--- src/rtl/wb_arb_if.sv ---
// Host-bus handshake (cs/we/addr/din/dout/rdy) shared by both requesters and the bus-wrapper side of wb_arb.
interface wb_arb_if;
   logic       cs;
   logic       we;
   logic [7:0] addr;
   logic [7:0] din;
   logic [7:0] dout;
   logic       rdy;

   modport master (output cs, we, addr, din, input dout, rdy);
   modport slave  (input cs, we, addr, din, output dout, rdy);
endinterface

--- src/rtl/wb_arb.sv ---
// Two-requester arbiter in front of the single wishbone-wrapper host port (A = CPU path, B = sequencer).
// Optional BUSY watchdog is built only when WB_ARB_TIMEOUT_EN is defined.
module wb_arb #(
   parameter int RR_EN          = 1,
   parameter int TIMEOUT_CYCLES = 255
) (
   input  logic     clk,
   input  logic     rst,
   wb_arb_if.slave  a,
   wb_arb_if.slave  b,
   wb_arb_if.master m,
   output logic     owner,
   output logic     busy,
   output logic     to_err
);

   typedef enum logic [1:0] {IDLE = 2'd0, BUSY = 2'd1, DONE = 2'd2} state_t;

   state_t     state, state_nxt;
   logic       req, win_b, timeout, finish;
   logic [7:0] rdata;

   logic       m_cs_n, m_we_n, a_rdy_n, b_rdy_n, owner_n, busy_n;
   logic [7:0] m_addr_n, m_din_n, a_dout_n, b_dout_n;

   if (TIMEOUT_CYCLES < 1 || TIMEOUT_CYCLES > 65535) begin : g_bad_timeout
      $error("wb_arb: TIMEOUT_CYCLES must lie in 1..65535");
   end

   assign req    = a.cs | b.cs;
   // On a tie, round-robin hands the grant to whoever did not own the last access.
   assign win_b  = b.cs & (~a.cs | ((RR_EN != 0) & ~owner));
   assign finish = (state == BUSY) & (m.rdy | timeout);
   assign rdata  = timeout ? 8'hFF : m.dout;

`ifdef WB_ARB_TIMEOUT_EN
   localparam logic [15:0] TO_LAST = 16'(TIMEOUT_CYCLES - 1);

   logic [15:0] cnt;

   // timeout already excludes m.rdy, so a same-cycle ready completes normally
   assign timeout = (state == BUSY) & ~m.rdy & (cnt == TO_LAST);

   always_ff @(posedge clk or negedge rst) begin
      if (!rst) begin
         cnt    <= 16'd0;
         to_err <= 1'b0;
      end else begin
         if (state != BUSY)
            cnt <= 16'd0;
         else if (!m.rdy)
            cnt <= cnt + 16'd1;
         if (timeout)
            to_err <= 1'b1;
      end
   end
`else
   assign timeout = 1'b0;
   assign to_err  = 1'b0;
`endif

   always_ff @(posedge clk or negedge rst) begin
      if (!rst)
         state <= IDLE;
      else
         state <= state_nxt;
   end

   always_comb begin
      state_nxt = state;
      case (state)
         IDLE:    if (req)    state_nxt = BUSY;
         BUSY:    if (finish) state_nxt = DONE;
         DONE:                state_nxt = IDLE;
         default:             state_nxt = IDLE;
      endcase
   end

   // Next values for every registered output; the bus fields only change on a grant.
   always_comb begin
      m_cs_n   = m.cs;
      m_we_n   = m.we;
      m_addr_n = m.addr;
      m_din_n  = m.din;
      a_dout_n = a.dout;
      b_dout_n = b.dout;
      owner_n  = owner;
      a_rdy_n  = 1'b0;
      b_rdy_n  = 1'b0;
      busy_n   = (state_nxt != IDLE);
      case (state)
         IDLE: begin
            if (req) begin
               m_cs_n   = 1'b1;
               owner_n  = win_b;
               m_we_n   = win_b ? b.we   : a.we;
               m_addr_n = win_b ? b.addr : a.addr;
               m_din_n  = win_b ? b.din  : a.din;
            end
         end
         BUSY: begin
            if (finish) begin
               m_cs_n  = 1'b0;
               a_rdy_n = ~owner;
               b_rdy_n = owner;
               if (owner)
                  b_dout_n = rdata;
               else
                  a_dout_n = rdata;
            end
         end
         default: ;
      endcase
   end

   always_ff @(posedge clk or negedge rst) begin
      if (!rst) begin
         m.cs   <= 1'b0;
         m.we   <= 1'b0;
         m.addr <= 8'h00;
         m.din  <= 8'h00;
         a.dout <= 8'h00;
         b.dout <= 8'h00;
         a.rdy  <= 1'b0;
         b.rdy  <= 1'b0;
         owner  <= 1'b1;
         busy   <= 1'b0;
      end else begin
         m.cs   <= m_cs_n;
         m.we   <= m_we_n;
         m.addr <= m_addr_n;
         m.din  <= m_din_n;
         a.dout <= a_dout_n;
         b.dout <= b_dout_n;
         a.rdy  <= a_rdy_n;
         b.rdy  <= b_rdy_n;
         owner  <= owner_n;
         busy   <= busy_n;
      end
   end

endmodule

--- src/flat_wrapper.sv ---
// flat-port wrapper written by rule: the top's interface ports become plain ports
module wb_arb_flat 
#(
   parameter int RR_EN          = 1,
   parameter int TIMEOUT_CYCLES = 255
)
  (clk, rst, owner, busy, to_err, a_cs, a_we, a_addr, a_din, a_dout, a_rdy, b_cs, b_we, b_addr, b_din, b_dout, b_rdy, m_cs, m_we, m_addr, m_din, m_dout, m_rdy);
  wb_arb_if a_i ();
  wb_arb_if b_i ();
  wb_arb_if m_i ();
  input  logic clk;
  input  logic rst;
  output logic owner;
  output logic busy;
  output logic to_err;
  input wire logic [$bits(a_i.cs)-1:0] a_cs;
  input wire logic [$bits(a_i.we)-1:0] a_we;
  input wire logic [$bits(a_i.addr)-1:0] a_addr;
  input wire logic [$bits(a_i.din)-1:0] a_din;
  output wire logic [$bits(a_i.dout)-1:0] a_dout;
  output wire logic [$bits(a_i.rdy)-1:0] a_rdy;
  input wire logic [$bits(b_i.cs)-1:0] b_cs;
  input wire logic [$bits(b_i.we)-1:0] b_we;
  input wire logic [$bits(b_i.addr)-1:0] b_addr;
  input wire logic [$bits(b_i.din)-1:0] b_din;
  output wire logic [$bits(b_i.dout)-1:0] b_dout;
  output wire logic [$bits(b_i.rdy)-1:0] b_rdy;
  output wire logic [$bits(m_i.cs)-1:0] m_cs;
  output wire logic [$bits(m_i.we)-1:0] m_we;
  output wire logic [$bits(m_i.addr)-1:0] m_addr;
  output wire logic [$bits(m_i.din)-1:0] m_din;
  input wire logic [$bits(m_i.dout)-1:0] m_dout;
  input wire logic [$bits(m_i.rdy)-1:0] m_rdy;
  assign a_i.cs = a_cs;
  assign a_i.we = a_we;
  assign a_i.addr = a_addr;
  assign a_i.din = a_din;
  assign a_dout = a_i.dout;
  assign a_rdy = a_i.rdy;
  assign b_i.cs = b_cs;
  assign b_i.we = b_we;
  assign b_i.addr = b_addr;
  assign b_i.din = b_din;
  assign b_dout = b_i.dout;
  assign b_rdy = b_i.rdy;
  assign m_cs = m_i.cs;
  assign m_we = m_i.we;
  assign m_addr = m_i.addr;
  assign m_din = m_i.din;
  assign m_i.dout = m_dout;
  assign m_i.rdy = m_rdy;
  wb_arb #(.RR_EN(RR_EN), .TIMEOUT_CYCLES(TIMEOUT_CYCLES)) u_core (.clk(clk), .rst(rst), .a(a_i), .b(b_i), .m(m_i), .owner(owner), .busy(busy), .to_err(to_err));
endmodule
--- config.mk ---
export PLATFORM = sky130hd
export DESIGN_NAME = wb_arb_flat
export DESIGN_NICKNAME = d
export VERILOG_FILES = /design/src/rtl/wb_arb_if.sv /design/src/rtl/wb_arb.sv /design/src/flat_wrapper.sv
export SDC_FILE = /design/constraint.sdc
export NUM_CORES = 1
export LEC_CHECK = 0
export CORE_MARGIN = 5
export CORE_UTILIZATION = 25
export DETAILED_ROUTE_END_ITERATION = 6
export SLEW_MARGIN = 20
export SYNTH_ARGS = -nofsm -noshare
export SYNTH_HDL_FRONTEND = slang
export SYNTH_SLANG_ARGS = --single-unit
--- constraint.sdc ---
create_clock -name clk -period 1.7 [get_ports clk]
set_input_delay 0.34 -clock clk [delete_from_list [all_inputs] [get_ports clk]]
set_output_delay 0.34 -clock clk [all_outputs]
set_load 0.005 [all_outputs]
Word level (Yosys, flattened, before mapping). Cells that the tools add are included.

RAM bits: 0. Latch bits: 0. Input bits: 47. Memories kept: 0. Register bits: 40. ROM bits: 0.

Multipliers: 0. Shift operators: 0. Muxes and demuxes: 13. Bitwise logic cells: 6. Reductions and logical operators: 7. Equality and inequality tests: 3. Div/mod/pow operators: 0. $add $sub $neg: 0. Magnitude comparators: 0.

Operator list (number): 8-bit 2-to-1 mux (2); 3-bit AND reduction (3); 1-bit 2-to-1 mux (7); 2-bit 2-to-1 mux (2); 2-bit by 1-bit != test with 1-bit output, second input constant (2); 2-bit case mux with 2 select lines (1); 2-bit nonzero test (2); 1-bit AND (2); 2-bit by 1-bit == test with 1-bit output, second input constant (1); 2-bit logical NOT (1); 1-bit inverter (2); 1-bit OR (2); 1-bit case mux with 2 select lines (1); 2-bit AND reduction (1).

Logic depth before layout (Yosys ltp). Gate-level depths: netlist of the first run.

Depth after elaboration: 5. Depth in mapped cells: 5. Depth with buffers taken out: 4.

Worst setup path after synthesis of the first run. No wires, ideal clock.

Path kind: flip-flop to flip-flop. From: register u_core.owner. To: register u_core.m.addr[0]. Data arrival time: 1.478 ns. Path slack: 0.097 ns. Required time: 1.575 ns. Stages on the path, launching flop included: 6. Path buffers: 2. Period minus slack after synthesis: 1.603 ns. Cells stage by stage: dfstp_2 > a21bo_1 > buf_6 > buf_12 > mux2_4 > mux2_4.

Longest elaborated chain between the ends: 4.

RTL lines: start: declaration (line wb_arb.sv:12) `output logic owner,`; start signal: assignment (line wb_arb.sv:137) `owner <= owner_n;`; 1-bit inverter (line wb_arb.sv:32) `assign win_b = b.cs & (~a.cs | ((RR_EN != 0) & ~owner));`; 1-bit OR (line wb_arb.sv:32); 1-bit AND (line wb_arb.sv:32); 8-bit 2-to-1 mux (line wb_arb.sv:97) `m_addr_n = win_b ? b.addr : a.addr;`; end signal: assignment (line wb_arb.sv:131) `m.addr <= m_addr_n;`; end: declaration (line wb_arb_if.sv:10) `modport master (output cs, we, addr, din, input dout, rdy);`.

No other way between the ends. A chain may end at the register's enable or synchronous reset.

Worst setup path after layout of the first run.
From: input port b_cs. To: register u_core.m.addr[0].

Longest elaborated chain between the ends: 2. Elaborated cells on any way between the ends: 4. Classes of those cells: 1 x mux; 2 x bitwise; 1 x reduce/logical.

RTL lines: start: declaration (line flat_wrapper.sv:22) `input wire logic [$bits(b_i.cs)-1:0] b_cs;`; 1-bit AND or 1-bit OR (tied branches) (line wb_arb.sv:32, wb_arb.sv:30); 8-bit 2-to-1 mux or 2-bit AND reduction (tied branches).

Several ways; a longest one is shown, not always the timed one.

==> impl_metrics.json, run 1 <==
{
  "power_density_nw_per_um2": 1550,
  "required_ns": 1.87,
  "met3_usage_pct": 5.77,
  "path_class": "in -> reg",
  "yosysWarnings": 0,
  "pre_cts_slack_ns": -0.224,
  "postLayoutCellArea_um2": 2950,
  "arrival_ns": 1.78,
  "r2r-end": "u_core.m.din[5]",
  "crit_path_end_kind": "flip-flop",
  "grt_pass1_vias": 1430,
  "synthDistinctLibCells": 19,
  "numClockSinks": 40,
  "fin_crit_ns": 1.61,
  "synth_nets": 156,
  "dp_cells": 298,
  "area_delta_synth_final_pct": 66.0,
  "gp_congestion": 0.680,
  "finalSetupViolCount": 0,
  "r2r_cells": 4,
  "insertion_delay_ns": 0.29,
  "ir_worst_vdd_mv": 0.642,
  "path_max_fanout": 12,
  "seq_area_frac_synth_pct": 56.4,
  "start_kind": "primary input",
  "syn_area_um2": 1780,
  "total_power_mw": 4.57,
  "fp.dieH_um": 94.3,
  "use_met2_pct": 16.8,
  "drive_above_1_share_pct": 35.4,
  "boundaryPins": 86,
  "globalRouteMet1Util_pct": 12.3,
  "core_area_um2": 6870,
  "crit_chain": "clkdlybuf4s50_1 -> a21bo_1 -> buf_12 -> mux2_4 -> mux2_4",
  "p_leak_nw": 1.27,
  "ant_nets": 0,
  "min_period_over_period_pct": 94.4,
  "grt_pass1_wl_um": 7290,
  "fin_ws_ns": 0.0948,
  "maxCapViolCount": 0,
  "cpPeakStageDelay_ns": 0.48,
  "die-area_um2": 8890,
  "via_count": 1236,
  "rsz0062_at_grt": "no",
  "nets": 256,
  "crit_path_frequent_cell": "mux2_4",
  "path_clk_slew_ns": 0.08,
  "drtPass1Iterations": 4,
  "die_x_um": 94.3,
  "grt-busiest-layer": "met2",
  "final.setup.tns_ns": 0,
  "fin_hold_ws_ns": 0.00931,
  "routedWlPerCell_um": 14.6,
  "syn_avg_cell_area_um2": 16.3,
  "fmax_ghz": 0.623,
  "cts-root-buf": "clkbuf_8",
  "skew_ns": 0.00539,
  "clock_path_buffers": 2,
  "synthCells": 109,
  "num_antenna_cells": 0,
  "hold_buffers": 0,
  "routed_wl_um": 4440,
  "drtIter0Drc": 21,
  "placed_area_um2": 2820,
  "rrSetupSlack_ns": 0.11,
  "ys_seq_elements": 40,
  "final_cells": 305,
  "r2r_start": "u_core.owner",
  "cts_tree": "built",
  "grt-ovfl-total": 0,
  "grt_usage_pct": 10.6,
  "rows": 30,
  "hold_class": "in -> async",
  "drv_slew": 0,
  "n_fill_cell": 639,
  "avgViaCountPerCell": 4.05,
  "finalHoldViolCount": 0,
  "grt_max_degree": 41,
  "drc": 0,
  "final_util_pct": 42.9,
  "status": "finished clean",
  "portBuffers": 84,
  "cts_buffers": 5,
  "htreeDepth": 2,
  "critPathSlowestCell": "clkdlybuf4s50_1",
  "dp.final_hpwl_um": 3300,
  "start_util_pct": 25.8,
  "antenna_found_initial": 0
}
placed cells by master (no fill, tap or decap), types with 2 or more instances in the layout:
master and n:
nor2_1 2, clkbuf_8 5, clkdlybuf4s50_1 82, mux2_2 32, dfrtp_1 39, buf_4 10
mux2_4 18, buf_12 3, bufinv_16 2, inv_1 3
state kept, by name (all words and copies together), names as in the netlist, 2 cells and up:
| register | cells |
|---|---|
| u_core.a.dout | 8 |
| u_core.b.dout | 8 |
| u_core.m.addr | 8 |
| u_core.m.din | 8 |
| u_core.state | 2 |
metal layers:
layer | vias up | share of wire (%)
li1 | 579 | -
met1 | 606 | 41
met2 | 46 | 48
met4 | 0 | 0.90
met3 | 5 | 9.9
met5 | - | 0
worst max-delay path, delay by kind of cell:
kind,cells,cell delay [ns]
muxes,2,0.55
buffers and inverters,2,0.65
AOI/OAI and AO/OA,1,0.24
timing repair:
action / 4_1_cts / 5_1_grt
gates resized for setup: 1 / 0
setup buffers: 0 / 0
setup endpoints to repair: 1 / 0
final cells by class:
type	instances	area [µm²]	area share, %
clock buffer	5	68.8	2.33
timing repair buffer	97	970	32.9
sequential	40	1000	34.0
tap	96	120	4.07
multi-input combinational	62	716	24.3
clock inverter	2	60.1	2.04
inverter	3	11.3	0.382
report_power, final:
group          switching (mW)  total [mW]  internal (mW)
clock network           0.338       0.916          0.578
registers               0.238        1.65           1.41
logic                   0.576        2.01           1.43
total                    1.15        4.57           3.42
synth_stat cells, drive strengths merged:
master  number  share of area [%]
mux2        50                 36
dfrtp       39                 55
buf          4                2.6
inv          3               0.63
nor2         3               0.78
nor3         2                1.2
a211oi       1               0.42
a21bo        1               0.56
a21o         1               0.42
conb         1               0.21
dfstp        1                1.5
mux2i        1               0.56
nand2        1               0.21
nand3b       1               0.42
how the worst max path moves through the flow:
stage / startpoint / to / slack, ns / depth (start not counted)
after floorplan: u_core.owner / u_core.m.addr[0] / 0.1 / 5
after CTS: u_core.owner / u_core.m.addr[1] / 0.09 / 4
final: b_cs / u_core.m.addr[0] / 0.09 / 5
after detailed placement: b_cs / u_core.m.din[0] / -0.22 / 5
after global placement: b_cs / u_core.m.addr[4] / -0.20 / 5
after global routing: u_core.owner / u_core.m.din[3] / 0.04 / 4
cells by family (layout without fill, tap and decap cells):
kind of cell / after synthesis / in the layout / share of synthesized area [%]
flops: 40 / 40 / 56.4
compound gates: 3 / 3 / 1.41
other cells: 1 / 1 / 0.211
buf+inv: 7 / 107 / 3.24
simple gates: 7 / 7 / 2.61
mux: 51 / 51 / 36.1
Power figures use the tool's default switching activity.
==> run 2, diff against run 1 <==
Settings changed: CAP_MARGIN set to 0, CTS_BUF_LIST set to sky130_fd_sc_hd__clkbuf_16.
==> run 2 against run 1 <==
Compared with the run above: core utilization is 0.82 points higher; die area stayed put; non-clock buffer count stayed put; clock-buffer cell count stayed put; critical path depth stayed put; cell area is 1.9% higher; sequential cell count stayed put; combinational power hardly changed; maximum frequency is 1.0% lower; critical path type unchanged; critical endpoint unchanged.
==> impl_metrics.json, run 2 (synthesized netlist as in run 1, its figures left out) <==
{
  "p_int_mw": 3.68,
  "clock_path_buffers": 2,
  "die-area_um2": 8890,
  "grt-ovfl-total": 0,
  "path_clk_slew_ns": 0.06,
  "fin_ws_ns": 0.0778,
  "n_fill_cell": 635,
  "p_comb_share_pct": 41.4,
  "area_delta_synth_final_pct": 69.2,
  "gp_congestion": 0.680,
  "cts_tree": "built",
  "switching_share_pct": 24.2,
  "rrSetupSlack_ns": 0.11,
  "arrival_ns": 1.78,
  "r2r_start": "u_core.owner",
  "fp.dieH_um": 94.3,
  "insertion_delay_ns": 0.28,
  "avgViaCountPerCell": 4.04,
  "ir_worst_vdd_mv": 0.690,
  "final.setup.tns_ns": 0,
  "num_antenna_cells": 0,
  "p_leak_nw": 1.30,
  "path_class": "in -> reg",
  "grt_usage_pct": 10.6,
  "via_count": 1231,
  "power_density_nw_per_um2": 1620,
  "drv_slew": 0,
  "crit_path_frequent_cell": "mux2_4",
  "required_ns": 1.86,
  "grt_pass1_wl_um": 7260,
  "min_period_over_period_pct": 95.4,
  "cts-root-buf": "clkbuf_16",
  "skew_ns": 0.00448,
  "p_seq_share_pct": 34.0,
  "nets": 256,
  "antenna_found_initial": 0,
  "die_x_um": 94.3,
  "drc": 0,
  "status": "finished clean",
  "grt_pass1_vias": 1432,
  "clkPwrFrac_pct": 24.6,
  "r2r_cells": 4,
  "dp.final_hpwl_um": 3300,
  "ant_nets": 0,
  "fmax_ghz": 0.616,
  "cts_buffers": 5,
  "crit_chain": "clkdlybuf4s50_1 -> a21bo_1 -> buf_12 -> mux2_4 -> mux2_4",
  "drtIter0Drc": 22,
  "grt_max_degree": 41,
  "routedWlPerCell_um": 14.5,
  "drtPass1Iterations": 4,
  "finalHoldViolCount": 0,
  "rows": 30,
  "fin_hold_ws_ns": 0.0248,
  "core_area_um2": 6870,
  "pre_cts_slack_ns": -0.224,
  "crit_path_end_kind": "flip-flop",
  "maxCapViolCount": 0,
  "mostFrequentLayoutCells": "clkdlybuf4s50_1, dfrtp_1, mux2_2, mux2_4, buf_4",
  "drive_above_1_share_pct": 35.4,
  "rsz0062_at_grt": "no",
  "start_kind": "primary input",
  "final_common_cell": "clkdlybuf4s50_1",
  "r2r-end": "u_core.m.din[4]",
  "hold_class": "in -> async",
  "critPathSlowestCell": "clkdlybuf4s50_1",
  "routed_wl_um": 4430,
  "path_max_fanout": 12,
  "cpPeakStageDelay_ns": 0.48,
  "boundaryPins": 86,
  "htreeDepth": 2,
  "fin_crit_ns": 1.62,
  "finalSetupViolCount": 0,
  "numClockSinks": 40,
  "start_util_pct": 25.8,
  "portBuffers": 84,
  "total_power_mw": 4.86,
  "p_sw_mw": 1.18
}
[run 2: cell counts in the layout (fill, tap and decap cells not counted)]
Identical to the previous run, type by type.
[run 2: area by class of cell]
class	count	area (µm²)	share of cell area, %
flip-flops and latches	40	1000	33.4
repair buffers	97	970	32.3
multi-input cells	62	716	23.8
clock buffers	5	125	4.16
well taps	96	120	4.00
clock inverters	2	60.1	2.00
inverters	3	11.3	0.375
[run 2: worst max-delay path, delay by kind of cell]
family | cells | cell delay [ns]
compound gates | 1 | 0.25
buf+inv | 2 | 0.65
mux | 2 | 0.55
[run 2: worst max-delay path by stage]
stage                                   to  depth (start not counted)  slack (ns)    startpoint
after floorplan           u_core.m.addr[0]                          5         0.1  u_core.owner
after global placement    u_core.m.addr[4]                          5       -0.20          b_cs
after detailed placement   u_core.m.din[0]                          5       -0.22          b_cs
after CTS                  u_core.m.din[0]                          5        0.08          b_cs
after global routing       u_core.m.din[3]                          5        0.04          b_cs
final                     u_core.m.addr[0]                          5        0.08          b_cs
[run 2: metrics by stage]
stage               instance area (µm²)  util (%)  instances
finish                             3000      43.7        305
global route                       3000      43.7        305
CTS                                3000      43.7        305
detailed placement                 2820      41.1        298
global placement                   2820      41.1        298
floorplan                          1780         -        109
[run 2: layer usage]
layer	up-vias	GRT usage, %	share of wire (%)
li1	579	-	-
met3	2	5.77	10
met2	45	17.0	49
met5	-	0	0
met1	605	12.1	40
met4	0	2.89	0.43
[run 2: what timing repair did]
action                                  CTS  global route
setup buffers                             0             0
resized for setup                         1             0
hold buffers                              0             0
endpoints found under the hold margin     0             0
endpoints found under the setup margin    1             0
[run 2: power groups by stage]
stage	registers, mW	clock network [mW]	logic [mW]
global placement	1.65	0	2.06
finish	1.65	1.19	2.01
detailed placement	1.66	0	2.06
CTS	1.66	1.24	2.06
floorplan	1.70	0	0.754
global route	1.71	1.27	2.18
